[config.mk]
export PLATFORM = sky130hd
export DESIGN_NAME = memoryaccess_stage
export DESIGN_NICKNAME = d
export VERILOG_FILES = /design/src/rtl/memoryaccess_stage.sv
export SDC_FILE = /design/constraint.sdc
export NUM_CORES = 1
export LEC_CHECK = 0
export CORE_MARGIN = 2
export CORE_UTILIZATION = 28
export CTS_CLUSTER_SIZE = 25
export DETAILED_ROUTE_END_ITERATION = 12
export PLACE_DENSITY = 0.67
export SLEW_MARGIN = 0
export SYNTH_ARGS = -nofsm -noshare
export SYNTH_HDL_FRONTEND = slang
export SYNTH_SLANG_ARGS = --single-unit
[constraint.sdc]
create_clock -name h_clk -period 1.8 [get_ports h_clk]
set_input_delay 0.27 -clock h_clk [delete_from_list [all_inputs] [get_ports h_clk]]
set_output_delay 0.27 -clock h_clk [all_outputs]
set_load 0.03 [all_outputs]
[src/rtl/memoryaccess_stage.sv]
// rtl/memoryaccess_stage.sv - pipeline memory-access stage with data-memory req/ack port
//
// Holds one instruction between the ALU stage and writeback. Memory ops issue a
// single req/ack transaction; load data is lane-extracted and sign/zero-extended.
//
// Ports:
//   h_clk, h_rst               clock, asynchronous active-low reset
//   h_i_*  (ALU side)          incoming instruction, stall from WB, flush
//   h_o_stall                  stall to the ALU stage
//   h_o_fwd_*                  stage result for the forwarding unit
//   h_o_misaligned             stage instruction is a misaligned access
//   h_o_dmem_*, h_i_dmem_*     data-memory request/acknowledge port
//   h_o_wb_*                   registered writeback bus
module memoryaccess_stage #(
    parameter int DWIDTH = 32,
    parameter int AWIDTH = 5
) (
    input  logic              h_clk,
    input  logic              h_rst,
    input  logic              h_i_ce,
    input  logic              h_i_we_reg,
    input  logic [AWIDTH-1:0] h_i_addr_rd,
    input  logic [DWIDTH-1:0] h_i_alu_result,
    input  logic [DWIDTH-1:0] h_i_rs2_data,
    input  logic              h_i_is_load,
    input  logic              h_i_is_store,
    input  logic [2:0]        h_i_funct3,
    input  logic              h_i_stall,
    input  logic              h_i_flush,
    output logic              h_o_stall,
    output logic              h_o_fwd_ce,
    output logic              h_o_fwd_we_reg,
    output logic [AWIDTH-1:0] h_o_fwd_addr_rd,
    output logic [DWIDTH-1:0] h_o_fwd_data_rd,
    output logic              h_o_fwd_valid,
    output logic              h_o_misaligned,
    output logic              h_o_dmem_req,
    output logic              h_o_dmem_we,
    output logic [DWIDTH-1:0] h_o_dmem_addr,
    output logic [DWIDTH-1:0] h_o_dmem_wdata,
    output logic [3:0]        h_o_dmem_be,
    input  logic              h_i_dmem_ack,
    input  logic [DWIDTH-1:0] h_i_dmem_rdata,
    output logic              h_o_wb_ce,
    output logic              h_o_wb_we_reg,
    output logic [AWIDTH-1:0] h_o_wb_addr_rd,
    output logic [DWIDTH-1:0] h_o_wb_data_rd
);

    typedef enum logic {ST_IDLE = 1'b0, ST_REQ = 1'b1} state_t;

    state_t              state_q, state_d;
    logic                s_valid_q, s_valid_d;
    logic                s_complete_q, s_complete_d;
    logic                s_we_reg_q, s_we_reg_d;
    logic [AWIDTH-1:0]   s_rd_q, s_rd_d;
    logic [DWIDTH-1:0]   s_data_q, s_data_d;
    logic [DWIDTH-1:0]   s_addr_q, s_addr_d;
    logic [DWIDTH-1:0]   s_wdata_q, s_wdata_d;
    logic [2:0]          s_funct3_q, s_funct3_d;
    logic                s_load_q, s_load_d;
    logic                s_store_q, s_store_d;
    logic                s_misal_q, s_misal_d;

    logic                wb_ce_q;
    logic                wb_we_reg_q;
    logic [AWIDTH-1:0]   wb_rd_q;
    logic [DWIDTH-1:0]   wb_data_q;

    logic                accept;
    logic                retire;
    logic                wb_load;
    logic                in_mem;
    logic                in_misal;
    logic [1:0]          off;
    logic [7:0]          ld_byte;
    logic [15:0]         ld_half;
    logic [DWIDTH-1:0]   ld_data;
    logic [DWIDTH-1:0]   st_wdata;
    logic [3:0]          st_be;

    assign h_o_stall = s_valid_q && !(s_complete_q && !h_i_stall);
    assign accept    = h_i_ce && !h_o_stall && !h_i_flush;
    assign retire    = s_valid_q && s_complete_q && !h_i_stall;
    // A flush outside ST_REQ kills the stage instruction, so it never reaches WB.
    assign wb_load   = retire && !h_i_flush;

    assign in_mem   = h_i_is_load || h_i_is_store;
    assign in_misal = in_mem &&
                      ((h_i_funct3[1:0] == 2'b01 && h_i_alu_result[0]) ||
                       (h_i_funct3[1:0] == 2'b10 && h_i_alu_result[1:0] != 2'b00));

    // Load lane extraction from the stage address offset.
    assign off     = s_addr_q[1:0];
    assign ld_byte = h_i_dmem_rdata[8*off +: 8];
    assign ld_half = off[1] ? h_i_dmem_rdata[31:16] : h_i_dmem_rdata[15:0];

    always_comb begin
        ld_data = h_i_dmem_rdata;
        case (s_funct3_q)
            3'b000:  ld_data = {{24{ld_byte[7]}}, ld_byte};
            3'b100:  ld_data = {24'h0, ld_byte};
            3'b001:  ld_data = {{16{ld_half[15]}}, ld_half};
            3'b101:  ld_data = {16'h0, ld_half};
            default: ld_data = h_i_dmem_rdata;
        endcase
    end

    always_comb begin
        st_wdata = s_wdata_q;
        st_be    = 4'b1111;
        if (s_store_q) begin
            case (s_funct3_q[1:0])
                2'b00: begin
                    st_wdata = {4{s_wdata_q[7:0]}};
                    st_be    = 4'b0001 << off;
                end
                2'b01: begin
                    st_wdata = {2{s_wdata_q[15:0]}};
                    st_be    = 4'b0011 << off;
                end
                default: begin
                    st_wdata = s_wdata_q;
                    st_be    = 4'b1111;
                end
            endcase
        end
    end

    // Request fields come from S, so they are stable for the whole ST_REQ wait.
    assign h_o_dmem_req   = (state_q == ST_REQ);
    assign h_o_dmem_we    = h_o_dmem_req && s_store_q;
    assign h_o_dmem_addr  = h_o_dmem_req ? {s_addr_q[31:2], 2'b00} : '0;
    assign h_o_dmem_wdata = h_o_dmem_req ? st_wdata : '0;
    assign h_o_dmem_be    = h_o_dmem_req ? st_be : 4'b0000;

    always_comb begin
        state_d      = state_q;
        s_valid_d    = s_valid_q;
        s_complete_d = s_complete_q;
        s_we_reg_d   = s_we_reg_q;
        s_rd_d       = s_rd_q;
        s_data_d     = s_data_q;
        s_addr_d     = s_addr_q;
        s_wdata_d    = s_wdata_q;
        s_funct3_d   = s_funct3_q;
        s_load_d     = s_load_q;
        s_store_d    = s_store_q;
        s_misal_d    = s_misal_q;

        if (state_q == ST_REQ) begin
            // An outstanding request is never abandoned; a flush only strips
            // the register write from the instruction.
            if (h_i_flush) s_we_reg_d = 1'b0;
            if (h_i_dmem_ack) begin
                s_complete_d = 1'b1;
                if (s_load_q) s_data_d = ld_data;
                state_d = ST_IDLE;
            end
        end else begin
            if (h_i_flush || retire) begin
                s_valid_d    = 1'b0;
                s_complete_d = 1'b0;
                s_misal_d    = 1'b0;
            end
            if (accept) begin
                s_valid_d  = 1'b1;
                s_rd_d     = h_i_addr_rd;
                s_data_d   = h_i_alu_result;
                s_addr_d   = h_i_alu_result;
                s_wdata_d  = h_i_rs2_data;
                s_funct3_d = h_i_funct3;
                s_load_d   = h_i_is_load;
                s_store_d  = h_i_is_store;
                s_misal_d  = in_misal;
                s_we_reg_d = h_i_we_reg && !in_misal;
                if (in_mem && !in_misal) begin
                    s_complete_d = 1'b0;
                    state_d      = ST_REQ;
                end else begin
                    s_complete_d = 1'b1;
                end
            end
        end
    end

    always_ff @(posedge h_clk or negedge h_rst) begin
        if (!h_rst) begin
            state_q      <= ST_IDLE;
            s_valid_q    <= 1'b0;
            s_complete_q <= 1'b0;
            s_we_reg_q   <= 1'b0;
            s_rd_q       <= '0;
            s_data_q     <= '0;
            s_addr_q     <= '0;
            s_wdata_q    <= '0;
            s_funct3_q   <= 3'b000;
            s_load_q     <= 1'b0;
            s_store_q    <= 1'b0;
            s_misal_q    <= 1'b0;
        end else begin
            state_q      <= state_d;
            s_valid_q    <= s_valid_d;
            s_complete_q <= s_complete_d;
            s_we_reg_q   <= s_we_reg_d;
            s_rd_q       <= s_rd_d;
            s_data_q     <= s_data_d;
            s_addr_q     <= s_addr_d;
            s_wdata_q    <= s_wdata_d;
            s_funct3_q   <= s_funct3_d;
            s_load_q     <= s_load_d;
            s_store_q    <= s_store_d;
            s_misal_q    <= s_misal_d;
        end
    end

    // WB register: holds while writeback stalls, otherwise pulses once per retire.
    always_ff @(posedge h_clk or negedge h_rst) begin
        if (!h_rst) begin
            wb_ce_q     <= 1'b0;
            wb_we_reg_q <= 1'b0;
            wb_rd_q     <= '0;
            wb_data_q   <= '0;
        end else if (!h_i_stall) begin
            wb_ce_q <= wb_load;
            if (wb_load) begin
                wb_we_reg_q <= s_we_reg_q;
                wb_rd_q     <= s_rd_q;
                wb_data_q   <= s_data_q;
            end else begin
                wb_we_reg_q <= 1'b0;
            end
        end
    end

    assign h_o_fwd_ce      = s_valid_q;
    assign h_o_fwd_valid   = s_valid_q && s_complete_q;
    assign h_o_fwd_we_reg  = s_we_reg_q;
    assign h_o_fwd_addr_rd = s_rd_q;
    assign h_o_fwd_data_rd = s_data_q;
    assign h_o_misaligned  = s_valid_q && s_misal_q;

    assign h_o_wb_ce      = wb_ce_q;
    assign h_o_wb_we_reg  = wb_we_reg_q;
    assign h_o_wb_addr_rd = wb_rd_q;
    assign h_o_wb_data_rd = wb_data_q;

endmodule

==> flow_metrics.py <==
metrics = {
    "clocking": {
        "root_buffer": "clkbuf_16",
        "cts-htree-levels": 4,
        "cts_buffers": 17,
        "clock-sinks": 150,
        "cts_tree": "done",
        "cts.clk_slew.worst_paths_ns": 0.07,
        "cts_buffer_depth": 2,
        "clkLatencyLatePin_ns": 0.43,
    },
    "power_and_ir_drop": {
        "power_frac_comb_pct": 49.2,
        "p_leak_uw": 0.006100,
        "switching_share_pct": 41.47,
        "p_per_area_mw_per_mm2": 1341,
        "ir_drop_v": 0.0008553,
        "intPower_uw": 10600,
        "power_frac_clock_pct": 19.9,
        "p_sw_uw": 7514,
        "power_frac_seq_pct": 30.9,
    },
    "layout": {
        "area_delta_synth_final_pct": 78.29,
        "register_area_mm2": 0.003761,
        "nFillCells": 2402,
        "nNetsFinal": 1274,
        "finalNonFillerCells": 1516,
        "multi_input_area_mm2": 0.004239,
        "drive_above_1_share_pct": 38.25,
    },
    "placed_design": {
        "dp_slack_ns": -0.4450,
        "dp_cells": 1426,
        "io_buffers": 261,
        "place.gp.congestion": 0.8812,
        "hpwlAfterDp_mm": 20.55,
    },
    "yosys": {
        "ys_ff_latch": 150,
        "yosys.area_share.simple_pct": 23.78,
        "async_flop_share_pct": 100.0,
        "syn_inst": 813,
        "synth.avg_cell_area_um2": 9.320,
        "synth_cell_type_count": 53,
        "synth_top_flop_cell": "dfrtp_1",
        "yosysMostFrequentCell": "nand2_1",
        "synth_compound_area_share_pct": 13.39,
        "synth_common_cells": "nand2_1 (252), dfrtp_1 (150), nor3_1 (51)",
        "synth_top_family_by_area": "simple AND/OR/NAND/NOR gates",
        "ys_seq_area_share_pct": 49.54,
        "synth.area.top_cells": "dfrtp_1 (50%), nand2_1 (12%), mux2_2 (5.8%)",
        "yosys.area.top_type_share_pct": 49.54,
        "synth-edff-count": 0,
        "yosys.area_share.xor_xnor_pct": 0.1156,
        "yosys-mux-area-fraction_pct": 7.315,
        "yosysWarnings": 0,
        "yosys.area.top_type": "dfrtp_1",
        "syn-cell-area_mm2": 0.007577,
        "synth_fa_ha_area_share_pct": 0,
    },
    "floorplan": {
        "row_count": 60,
        "pin_count": 264,
        "die_w_um": 168.5,
        "core_region_area_mm2": 0.02673,
        "dieArea_mm2": 0.02839,
        "die_y_um": 168.5,
        "start_util_pct": 28.35,
    },
    "run_status": {
        "violations": "setup timing",
        "status": "finished, violations left",
    },
    "timing": {
        "slew_headroom_pct": 63.61,
        "hold_viol": 0,
        "timing.hold.ws_ns": 0.3623,
        "slew_violations": 0,
        "fin_crit_sh_pct": 114.1,
        "finalSetupViolations": 88,
        "rsz0062_at_grt": "true",
        "worst_clock_skew_ns": 0.01609,
        "post-route-worst-setup-slack_ns": -0.2539,
        "max_freq_mhz": 486.9,
        "period_minus_slack_ns": 2.054,
        "setup_tns_ns": -8.183,
        "tightestPinTransition_ns": 0.5459,
    },
    "setup_path": {
        "reg2reg_to": "h_o_fwd_data_rd[6]",
        "worstPathMaxFanout": 5,
        "reg2reg_slack_ns": -0.15,
        "cp-end-kind": "output port",
        "worstReg2RegStart": "s_funct3_q[1]",
        "crit_required_ns": 1.53,
        "rr_worst_depth": 7,
        "startpoint_type": "register",
        "crit_type": "register to output port",
        "worstPathArrival_ns": 1.78,
    },
    "job": {
        "cap_violations": 0,
    },
    "routing": {
        "postRouteAntennaNets": 0,
        "drt_iter0_markers": 553,
        "first_pass_iters": 5,
        "finalWirelength_mm": 31.35,
        "wl_per_cell_um": 20.68,
        "vias": 7620,
        "drc": 0,
        "drt-vias-per-instance": 5.026,
    },
    "global_route": {
        "overflow": 0,
        "grt.total_usage_pct": 20.16,
        "grt_max_degree": 51,
        "grt_first_pass_wirelength_mm": 43.81,
        "antenna_found_initial": 2,
        "grt_pass1_vias": 7466,
    },
    "hold_path": {
        "holdCritPathClass": "input pin to asynchronous set/reset pin",
    },
}
-- kinds of logic after synthesis --
kind of cell	Yosys count
AO/OA/AOI/OAI	135
other	1
AND/OR/NAND/NOR	403
multiplexers	50
XOR/XNOR	1
flip-flops	150
buffers and inverters	73
-- power groups by stage --
stage / Sequential (uW) / Clock (uW) / Combinational (uW)
after floorplan: 6650 / 0 / 2840
after global placement: 5490 / 0 / 7290
after detailed placement: 5540 / 0 / 7390
after CTS: 5520 / 3690 / 8050
after global routing: 5730 / 3840 / 9360
final: 5590 / 3610 / 8920
-- cell usage in the layout, fill, tap and decap left out, types with 8 or more instances in the layout --
cell and count:
and2_4 22, nor3_1 46, nand2_1 208, a21oi_2 17, a21oi_4 10, dlymetal6s2s_1 20, nand2_2 37, mux2_2 39
buf_6 74, dlygate4sd2_1 22, mux2i_1 9, nor2_1 15, dfrtp_1 144, clkdlybuf4s50_1 149, a2111oi_2 10, and2_1 19
o21ai_1 14, buf_12 35, clkbuf_16 26, o21ai_2 8, buf_8 8, a22o_1 10, buf_4 70
-- final cells by class --
type                       count  area share (%)
timing repair buffer         392           33.08
clock inverter                13           1.019
inverter                       7          0.2223
tap                          341           3.158
multi-input combinational    593           31.38
clock buffer                  19           3.279
antenna                        1         0.01852
sequential                   150           27.84
-- worst max path at each step --
stage / startpoint / endpoint / slack [ns]
2_1_floorplan: s_funct3_q[1] / h_o_dmem_wdata[27] / -0.05
5_1_grt: s_funct3_q[1] / h_o_dmem_wdata[27] / -0.32
6_report: s_funct3_q[1] / h_o_dmem_wdata[10] / -0.25
3_5_place_dp: h_i_dmem_rdata[7] / h_o_fwd_data_rd[7] / -0.45
4_1_cts: s_funct3_q[1] / h_o_dmem_wdata[19] / -0.23
3_3_place_gp: h_i_dmem_rdata[31] / h_o_fwd_data_rd[7] / -0.44
-- critical path: stages (launching register included) --
cell and delay (ns):
dfrtp_2 0.47, nand2b_4 0.20, nor2_4 0.13, buf_6 0.16, nand2_2 0.07, a21oi_2 0.17
buf_6 0.15
-- metrics by stage --
stage / util (%) / area [um2] / total power [uW]
after CTS: 46.15 / 12330 / 17260
after floorplan: - / 7720 / 9490
after global routing: 50.54 / 13510 / 18930
final: 50.55 / 13510 / 18120
after detailed placement: 41.40 / 11060 / 12940
after global placement: 41.40 / 11060 / 12780
-- layer usage --
layer  GRT usage, %  share of wire [%]  vias up
met1          25.73                 43     3801
met2          32.94                 48      298
met4          5.435                1.1        0
met3          6.570                7.5       31
li1               -                  -     3490
met5              0                  0        -
-- repair_timing --
| action | CTS | global route |
|---|---|---|
| endpoints found under the hold margin | 42 | 0 |
| gates cloned | 5 | 13 |
| setup endpoints to repair | 98 | 176 |
| hold buffers | 1 | 0 |
| gates resized for setup | 130 | 215 |
| pin swaps | 28 | 67 |
| setup buffers | 21 | 27 |
No activity file was read; power rests on OpenSTA's default activity.
